--- src/rtl/sdad_uart_pkg.sv ---
// Shared definitions for the UART hex sender: FSM states, line terminator bytes
// and the nibble-to-ASCII encoder.
package sdad_uart_pkg;

  typedef enum logic [1:0] {
    S_IDLE = 2'd0,
    S_SEND = 2'd1,
    S_WAIT = 2'd2
  } state_t;

  localparam logic [7:0] CR = 8'h0D;
  localparam logic [7:0] LF = 8'h0A;

  function automatic logic [7:0] nibble_to_ascii(input logic [3:0] n);
    if (n < 4'd10)
      return 8'h30 + {4'h0, n};
    else
      return 8'h41 + ({4'h0, n} - 8'd10);
  endfunction

endpackage

--- src/rtl/uart_hex_sender.sv ---
// Captures a sample word over a 4-phase handshake and streams it to a UART
// transmitter as uppercase hex digits followed by an optional CR/LF terminator.
module uart_hex_sender
  import sdad_uart_pkg::*;
#(
  parameter int C_UART_DATA_WIDTH = 8,
  parameter int C_SAMPLE_WIDTH    = 16,
  parameter int C_EOL             = 2
) (
  input  logic                         clk,
  input  logic                         rstb,
  input  logic                         enable,
  input  logic [C_SAMPLE_WIDTH-1:0]    smpData,
  input  logic                         smpValid,
  output logic                         smpAck,
  output logic                         busy,
  output logic                         error,
  input  logic                         txBusy,
  output logic                         txSend,
  output logic [C_UART_DATA_WIDTH-1:0] txData,
  input  logic                         txErr
);

  localparam int N_DIGITS = C_SAMPLE_WIDTH / 4;
  localparam int N_EOL    = (C_EOL == 2) ? 2 : ((C_EOL == 1) ? 1 : 0);
  localparam int N_BYTES  = N_DIGITS + N_EOL;
  localparam int IDX_W    = (N_BYTES > 1) ? $clog2(N_BYTES) : 1;
  localparam logic [IDX_W-1:0] LAST_IDX = IDX_W'(N_BYTES - 1);

  state_t                        state;
  state_t                        state_next;
  logic [IDX_W-1:0]              idx;
  logic [IDX_W-1:0]              idx_next;
  logic [C_SAMPLE_WIDTH-1:0]     sample;
  logic [C_SAMPLE_WIDTH-1:0]     sample_next;
  logic [C_SAMPLE_WIDTH-1:0]     shifted;
  logic [7:0]                    cur_byte;
  logic                          capture;
  logic                          send_next;
  logic                          error_next;
  logic                          busy_next;
  logic                          ack_next;
  logic [C_UART_DATA_WIDTH-1:0]  data_next;

  assign capture = (state == S_IDLE) && enable && smpValid && !smpAck;

  // Byte mux: digits first (MSB nibble at index 0), then the terminator bytes.
  always_comb begin
    cur_byte = 8'h00;
    shifted  = '0;
    if (int'(idx) < N_DIGITS) begin
      shifted  = sample >> (4 * (N_DIGITS - 1 - int'(idx)));
      cur_byte = nibble_to_ascii(shifted[3:0]);
    end else if (C_EOL == 2 && int'(idx) == N_DIGITS) begin
      cur_byte = CR;
    end else begin
      cur_byte = LF;
    end
  end

  always_ff @(posedge clk or negedge rstb) begin
    if (!rstb)
      state <= S_IDLE;
    else
      state <= state_next;
  end

  // A byte only counts as taken once txBusy rises while our own txSend is up,
  // so a busy flag left over from a previous byte cannot skip one.
  always_comb begin
    state_next = state;
    case (state)
      S_IDLE: if (capture) state_next = S_SEND;
      S_SEND: begin
        if (txErr)
          state_next = S_IDLE;
        else if (txSend && txBusy)
          state_next = S_WAIT;
      end
      S_WAIT: begin
        if (txErr)
          state_next = S_IDLE;
        else if (!txBusy)
          state_next = (idx == LAST_IDX) ? S_IDLE : S_SEND;
      end
      default: state_next = S_IDLE;
    endcase
  end

  always_comb begin
    send_next   = (state == S_SEND) && !txErr && !txBusy;
    error_next  = (state != S_IDLE) && txErr;
    busy_next   = (state_next != S_IDLE);
    data_next   = send_next ? C_UART_DATA_WIDTH'(cur_byte) : txData;
    sample_next = capture ? smpData : sample;
    idx_next    = idx;
    if (capture)
      idx_next = '0;
    else if (state == S_WAIT && !txBusy && !txErr && idx != LAST_IDX)
      idx_next = idx + 1'b1;
    ack_next = smpAck;
    if (capture)
      ack_next = 1'b1;
    else if (smpAck && !smpValid)
      ack_next = 1'b0;
  end

  always_ff @(posedge clk or negedge rstb) begin
    if (!rstb) begin
      smpAck <= 1'b0;
      busy   <= 1'b0;
      error  <= 1'b0;
      txSend <= 1'b0;
      txData <= '0;
      idx    <= '0;
      sample <= '0;
    end else begin
      smpAck <= ack_next;
      busy   <= busy_next;
      error  <= error_next;
      txSend <= send_next;
      txData <= data_next;
      idx    <= idx_next;
      sample <= sample_next;
    end
  end

endmodule

--- config.mk ---
export PLATFORM = sky130hd
export DESIGN_NAME = uart_hex_sender
export DESIGN_NICKNAME = d
export VERILOG_FILES = /design/src/rtl/sdad_uart_pkg.sv /design/src/rtl/uart_hex_sender.sv
export SDC_FILE = /design/constraint.sdc
export NUM_CORES = 1
export LEC_CHECK = 0
export CORE_ASPECT_RATIO = 0.6
export CORE_MARGIN = 2
export CORE_UTILIZATION = 56
export DETAILED_ROUTE_END_ITERATION = 8
export DONT_BUFFER_PORTS = 1
export GPL_TIMING_DRIVEN = 1
export PLACE_DENSITY = 0.7
export SYNTH_ARGS = -nofsm -noshare
export SYNTH_HDL_FRONTEND = slang
export SYNTH_SLANG_ARGS = --single-unit
--- constraint.sdc ---
create_clock -name clk -period 2.52 [get_ports clk]
set_clock_uncertainty 0.1 [all_clocks]
set_input_delay 0.504 -clock clk [delete_from_list [all_inputs] [get_ports clk]]
set_output_delay 0.504 -clock clk [all_outputs]
set_load 0.02 [all_outputs]
==> impl_metrics.ini, run 1 <==
[critical_path]
r2r_slack_ns = 0.12
reg2reg_to = txData[4]
worst-setup-path-type = flop to flop
start_kind = flop
cp-end-kind = flop
critical_path_arrival_ns = 2.47
r2r_cells = 8
crit_fanout = 7
cp.required_ns = 2.59
regToRegStartpoint = idx[0]

[finish]
n_antenna_cell = 0
num-nets-final = 168
layout.cells.non_filler = 172
drive_gt1_share_pct = 25.0
area_growth_pct = 10.2

[sta]
setup_viol = 0
period_needed_ns = 2.40
rsz0062_at_grt = false
final-max-slew-violation-count = 0
final_hold_viol_count = 0
finalHoldWorstSlack_ns = 0.200
fmax_mhz = 416
fin_crit_sh_pct = 95.3

[floorplan]
rows = 14
num_io_pins = 34
dieArea_um2 = 3290
start_util_pct = 61.2
core_area_um2 = 2590
die_h_um = 45.2
dieWidth_um = 72.7

[worst_hold_path]
whs_path_depth = 1
hold_start = txErr
whs_endpoint = state[1]
hold_path.class = input pin to flop

[synth]
async_flop_share_pct = 100
synth_area_leader_cell = dfrtp_1
synth-simple-area-share_pct = 13.2
yosysUniqueCellTypes = 36
synth_compound_area_share_pct = 6.94
synth_ff_type = dfrtp_1
synthAdderAreaFrac_pct = 4.73
avgSynthCellArea_um2 = 11.8
synth_enable_flop_cells = 0
synth_top_area_share_pct = 50.5
postSynthCellCount = 134
synth_top_family_by_area = multiplexers
ys_ff_latch = 32
synth_area_leaders = dfrtp_1, mux2_2, ha_1, mux4_1, mux4_2
syn_area_um2 = 1590
synth_sequential_area_ratio_pct = 50.5
syn_nets = 162
yosys_warnings = 0
synthMuxAreaShare_pct = 18.8
synthXorXnorAreaFrac_pct = 2.21
synth.most_common_cell = dfrtp_1
synthTopCellsByCount = dfrtp_1, mux2_2, nand2_1

[grt]
grt_antenna_before_repair = 0
grt_pass1_wl_mm = 4.80
grt_max_degree = 33
grt_use_total_pct = 20.5
grt_pass1_vias = 1057
overflow = 0

[detailed_routing]
drt_wl_total_mm = 2.92
route.detailed.drc = 0
dr.pass1.iters = 4
ant_nets = 0
vias = 1014
drt-wirelength-per-cell_um = 17.0
drtIter0Drc = 64
via_per_inst = 5.90

[cts]
htree_levels = 2
clkTransAtPathRegs_ns = 0.06
cts_max_path_buffers = 2
cts_tree = done
numCtsBuffers = 5
cts-root-buf = clkbuf_8
insertion_delay_ns = 0.28
cts.sinks = 32

[placed_design]
gp_congestion = 0.760
dp_cells = 161
dp_hpwl_mm = 2.18
io_buffers = 0

[power]
peakVddDrop_mv = 0.481
total_leakage_power_nw = 0.773
total_power_mw = 1.61
power_density_nw_per_um2 = 920

[run_status]
status = finished, final reports clean

[job]
maxCapViolations = 0
-- worst max-delay path: stages (launching register included) --
cell	delay (ns)
dfrtp_2	0.46
buf_4	0.15
mux4_1	0.59
and2_1	0.19
ha_1	0.32
nor2b_1	0.16
nand4_1	0.10
mux2i_1	0.15
nor2_1	0.06
-- stage by stage --
step	area (um^2)	TNS (ns)	setup WS, ns	util, %
global route	1750	0	0.00260	67.4
CTS	1730	0	0.0855	66.7
finish	1750	0	0.118	67.4
floorplan	1590	0	0.281	-
detailed placement	1600	-0.0205	-0.0205	61.8
global placement	1600	0	0.150	61.8
-- worst max-delay path by stage --
stage,start,endpoint,slack (ns),depth (start not counted)
floorplan,idx[0],txData[1],0.28,10
CTS,idx[0],txData[4],0.09,9
global route,idx[0],txData[4],0.003,8
finish,idx[0],txData[4],0.12,8
global placement,idx[0],txData[4],0.15,9
detailed placement,idx[0],txData[4],-0.02,9
-- cell usage in the layout, fill, tap and decap left out, drive strengths merged, types with 2 or more instances in the layout --
cell type,count
or2,2
nor2,6
nand4,2
mux4,4
dfrtp,32
mux2,16
inv,4
a21o,2
o211ai,2
nand2,12
a21oi,4
ha,6
clkbuf,7
o21ai,5
buf,5
and2,4
mux2i,2
nor2b,6
xnor2,3
nand3,4
-- per-layer routing --
metal  wire length (um)  track usage [%]
met1               1270             24.9
met2               1370             31.8
met3                234             8.48
met4                 43             11.1
met5                  0                0
-- state kept, by name, summed over array words and instances (netlist names) --
signal / count
sample: 16
txSend: 1
busy: 1
state: 2
error: 1
idx: 3
txData: 7
smpAck: 1
-- what timing repair did --
item,CTS,global route
buffers inserted,0,2
cloned,0,0
setup endpoints to repair,1,1
endpoints found under the hold margin,32,0
hold buffers,2,0
gates resized for setup,1,1
-- cell type report --
class	count	area (um^2)
Fill cell	198	845
Sequential cell	32	802
Multi-Input combinational cell	91	734
Clock buffer	7	96.3
Timing Repair Buffer	6	60.1
Tap cell	32	40.0
Inverter	4	15.0
-- where the power goes --
part / switching [mW] / total, mW / leakage, nW / internal, mW
sequential: 0.146 / 0.790 / 0.390 / 0.645
combinational: 0.192 / 0.400 / 0.333 / 0.208
clock: 0.175 / 0.418 / 0.0503 / 0.243
-- logic make-up after synthesis --
kind of cell | count (synthesis)
compound gates | 17
xor+xnor | 4
fa+ha+maj | 6
buf+inv | 11
flops | 32
mux | 22
other cells | 1
simple gates | 41
Power figures use the tool's default switching activity.
==> run 2: changes to the inputs <==
==> constraint.sdc (replaced) <==
create_clock -name clk -period 2.52 [get_ports clk]
set_clock_uncertainty 0.1 [all_clocks]
set_input_delay 0.756 -clock clk [delete_from_list [all_inputs] [get_ports clk]]
set_output_delay 0.756 -clock clk [all_outputs]
set_load 0.02 [all_outputs]
==> run 2 against run 1 <==
Effect of this change:
- combinational power is 4% lower
- critical path depth stayed put
- maximum frequency is 0.60% higher
- sequential power hardly changed
- routed wire length is 1.1% lower
- largest cell class unchanged
- highest routed layer unchanged
==> impl_metrics.ini, run 2 (same netlist as run 1, synthesis figures left out) <==
[run_status]
status = finished, final reports clean

[grt]
grt_pass1_vias = 1045
grt_pass1_wl_mm = 4.78
grt_use_total_pct = 20.4
overflow = 0
grt_max_degree = 33
grt_antenna_before_repair = 0

[critical_path]
cp-end-kind = flop
start_kind = flop
worst-setup-path-type = flop to flop
critical_path_arrival_ns = 2.46
crit_fanout = 7
cp.required_ns = 2.59

[detailed_routing]
ant_nets = 0
drt-wirelength-per-cell_um = 17.0
vias = 997
drt_wl_total_mm = 2.89
dr.pass1.iters = 4
drtIter0Drc = 85
via_per_inst = 5.86
route.detailed.drc = 0

[placed_design]
io_buffers = 0
postPlaceCellArea_um2 = 1600
place_ws_ns = -0.0205
gp_congestion = 0.760
dp_hpwl_mm = 2.18

[cts]
postCtsHoldBufs = 0
cts_max_path_buffers = 2
clkTransAtPathRegs_ns = 0.06
cts.sinks = 32
htree_levels = 2
insertion_delay_ns = 0.28
numCtsBuffers = 5
cts_tree = done
cts-root-buf = clkbuf_8

[finish]
nFillCells = 201
n_antenna_cell = 0
top_register = sample
reg.largest.list = sample: 16 flops, txData: 7 flops, idx: 3 flops
final_common_cell = dfrtp_1
stdcell_area_um2 = 1720
multiInputGateArea_um2 = 734
largest_register_ffs = 16
mostFrequentLayoutCells = dfrtp_1, mux2_2, nand2_1, clkbuf_8
num-nets-final = 166
drive_gt1_share_pct = 24.6
area_growth_pct = 8.28
final-seq-area_um2 = 802

[floorplan]
die_h_um = 45.2
num_io_pins = 34
start_util_pct = 61.2
dieWidth_um = 72.7
rows = 14
dieArea_um2 = 3290
core_area_um2 = 2590

[sta]
rsz0062_at_grt = false
fin_crit_sh_pct = 94.8
final_hold_viol_count = 0
fin_ws_ns = 0.132
final-max-slew-violation-count = 0
fmax_mhz = 419
period_needed_ns = 2.39
setup_viol = 0

[power]
total_power_mw = 1.59
peakVddDrop_mv = 0.461
power_density_nw_per_um2 = 926
total_leakage_power_nw = 0.759

[worst_hold_path]
hold_path.class = input pin to asynchronous set/reset pin

[job]
maxCapViolations = 0
run 2: cell types whose count changed in the layout (fill, tap and decap cells not counted), sizes merged:
cell	before	now
buf	5	4
dlygate4sd3	1	0
run 2: per-layer routing:
| layer | global-route usage (%) | vias up | part of all wire (%) |
|---|---|---|---|
| li1 | - | 474 | - |
| met1 | 24.8 | 487 | 44 |
| met2 | 31.8 | 31 | 47 |
| met3 | 8.48 | 5 | 7.1 |
| met4 | 10.7 | 0 | 1.5 |
| met5 | 0 | - | 0 |
run 2: repair_timing:
action / CTS / global route
setup endpoints to repair: 1 / 1
gates resized for setup: 1 / 1
setup buffers: 0 / 2
run 2: per-stage QoR:
step,utilization [%],std cells,setup TNS [ns],hold slack (ns)
after global placement,61.8,161,0,0.361
after floorplan,-,134,0,0.360
final,66.3,170,0,0.0649
after detailed placement,61.8,161,-0.0205,0.361
after CTS,65.6,168,0,0.0557
after global routing,66.3,170,0,0.0479
run 2: area by class of cell:
type,count,area share (%)
flip-flops and latches,32,46.7
clock buffers,7,5.61
inverters,4,0.874
well taps,32,2.33
repair buffers,4,1.75
multi-input cells,91,42.8
run 2: path summary, 6_finish.rpt:
path                       slack, ns      start  cells after the start        end
hold reg to reg                 0.41  sample[0]                      1  sample[0]
min in group clk                0.41  sample[0]                      1  sample[0]
hold / removal                  0.06       rstb                      0  sample[9]
setup reg to reg                0.13     idx[0]                      8  txData[4]
setup / recovery                0.13     idx[0]                      8  txData[4]
max in group asynchronous       2.17       rstb                      0     idx[0]
run 2: power breakdown:
part,switching [mW],internal (mW),total (mW),leakage (nW)
combinational,0.181,0.203,0.384,0.319
clock,0.173,0.243,0.415,0.0503
sequential,0.146,0.645,0.791,0.390
run 2: critical path: stages, from the launching register on:
cell     delay (ns)
dfrtp_2        0.45
buf_4          0.15
mux4_1         0.59
and2_1         0.19
ha_1           0.32
nor2b_1        0.16
nand4_1        0.10
mux2i_1        0.15
nor2_1         0.06
==> run 3: changes to the inputs <==
- CELL_PAD_IN_SITES_DETAIL_PLACEMENT: default -> 0
- CELL_PAD_IN_SITES_GLOBAL_PLACEMENT: default -> 1
- CORE_MARGIN: 2 -> 1
- CORE_UTILIZATION: 56 -> 48
- GPL_ROUTABILITY_DRIVEN: default -> 0
- PLACE_DENSITY: 0.7 -> 0.75
==> run 3 against run 2 <==
Effect of this change:
- non-clock buffer count down 1
- routed wire length up 2.3%
- combinational power about the same
- highest routed layer unchanged
- maximum frequency up 0.12%
- count of clock-buffer cells in the layout up 1
- hold slack about the same
- sequential power up 0.8%
- critical endpoint unchanged
==> impl_metrics.ini, run 3 (same netlist as run 1, synthesis figures left out) <==
[finish]
reg.largest.list = sample: 16 flops, txData: 7 flops, idx: 3 flops
postLayoutCoreUtil_pct = 57.1
top_register = sample
n_antenna_cell = 0
final_common_cell = dfrtp_1
area_growth_pct = 8.04
num-nets-final = 165
drive_gt1_share_pct = 22.5
largest_register_ffs = 16
mostFrequentLayoutCells = dfrtp_1, mux2_2, nand2_1

[sta]
rsz0062_at_grt = false
period_needed_ns = 2.39
fmax_mhz = 419
tns_ns = 0
fin_ws_ns = 0.135
setup_viol = 0
final-max-slew-violation-count = 0
fin_crit_sh_pct = 94.6
final_hold_viol_count = 0

[critical_path]
critical_path_arrival_ns = 2.45
start_kind = flop
crit_path_cell_trace = mux4_2 -> nand2_1 -> ha_1 -> inv_1 -> ha_1 -> nor2b_1 -> nand4_1 -> mux2i_1 -> nor2_1
cp.required_ns = 2.59
cpPeakStageDelay_ns = 0.57
crit_path_top_delay_cell = mux4_2
cp_common_cell = ha_1
r2r_cells = 9
reg2reg_to = txData[4]
r2r_slack_ns = 0.13
cp-end-kind = flop
worst-setup-path-type = flop to flop
regToRegStartpoint = idx[0]
crit_fanout = 8

[grt]
grt_pass1_wl_mm = 4.62
grt_use_total_pct = 18.4
grt_max_degree = 33
overflow = 0
grt_antenna_before_repair = 0
grt_pass1_vias = 927

[placed_design]
dp_hpwl_mm = 2.21
place_ws_ns = 0.0645
io_buffers = 0

[detailed_routing]
drtIter0Drc = 52
route.detailed.drc = 0
drt-wirelength-per-cell_um = 16.4
via_per_inst = 5.62
drt_wl_total_mm = 2.95
vias = 1011
dr.pass1.iters = 4
ant_nets = 0

[cts]
postCtsResizedCells = 0
cts_setup_buffers = 0
cts-root-buf = clkbuf_8
cts.sinks = 32
postCtsHoldBufs = 0
clkTransAtPathRegs_ns = 0.06
htree_levels = 2
cts_tree = done
insertion_delay_ns = 0.28
numCtsBuffers = 5
cts_max_path_buffers = 2

[floorplan]
core_area_um2 = 3000
rows = 15
num_io_pins = 34
die_h_um = 46.5
start_util_pct = 52.8
dieArea_um2 = 3550
dieWidth_um = 76.2

[power]
peakVddDrop_mv = 0.462
total_leakage_power_nw = 0.749
power_density_nw_per_um2 = 919

[worst_hold_path]
hold_path.class = input pin to asynchronous set/reset pin

[run_status]
status = finished, final reports clean

[job]
maxCapViolations = 0
[run 3: changes by cell type in the layout (fill, tap and decap cells not counted)]
cell,delta
clkbuf_1,+2
buf_4,-1
clkbuf_8,-1
nand2_1,+1
nand2_2,-1
[run 3: final cells by class]
cell class,instances,area (um^2)
multi-input cells,91,732
inverters,4,15.0
flip-flops and latches,32,802
repair buffers,3,22.5
fillers,252,1290
well taps,42,52.6
clock buffers,8,90.1
[run 3: worst max-delay path by stage]
stage / cells after the start / slack [ns] / startpoint / to
CTS: 9 / 0.05 / idx[0] / txData[4]
detailed placement: 9 / 0.06 / idx[0] / txData[4]
finish: 9 / 0.13 / idx[0] / txData[4]
floorplan: 10 / 0.28 / idx[0] / txData[1]
global route: 9 / 0.04 / idx[0] / txData[4]
global placement: 9 / 0.16 / idx[0] / txData[4]
[run 3: routing by layer]
| metal | up-vias | wire [um] | global-route usage, % |
|---|---|---|---|
| met5 | - | 0 | 0 |
| met4 | 0 | 44 | 9.23 |
| met3 | 7 | 231 | 8.32 |
| met2 | 39 | 1240 | 26.7 |
| met1 | 492 | 1430 | 23.7 |
| li1 | 473 | - | - |
[run 3: stage by stage]
step                area [um^2]  hold WS, ns  cells  power (mW)
floorplan                  1590        0.360    134        1.09
global placement           1620        0.361    172        1.16
detailed placement         1620        0.361    172        1.19
CTS                        1710       0.0517    180        1.59
global route               1710       0.0480    180        1.66
finish                     1710       0.0654    180        1.58
[run 3: worst max-delay path: cells and delay by family, from the launching register on]
family | cells | cell delay (ns)
buf+inv | 1 | 0.04
simple gates | 4 | 0.43
mux | 2 | 0.73
fa+ha+maj | 2 | 0.48
flops | 1 | 0.48
[run 3: power breakdown]
part | total [mW] | switching [mW] | internal, mW
Combinational | 0.384 | 0.177 | 0.207
Sequential | 0.797 | 0.152 | 0.645
Clock | 0.395 | 0.173 | 0.222
Total | 1.58 | 0.502 | 1.07
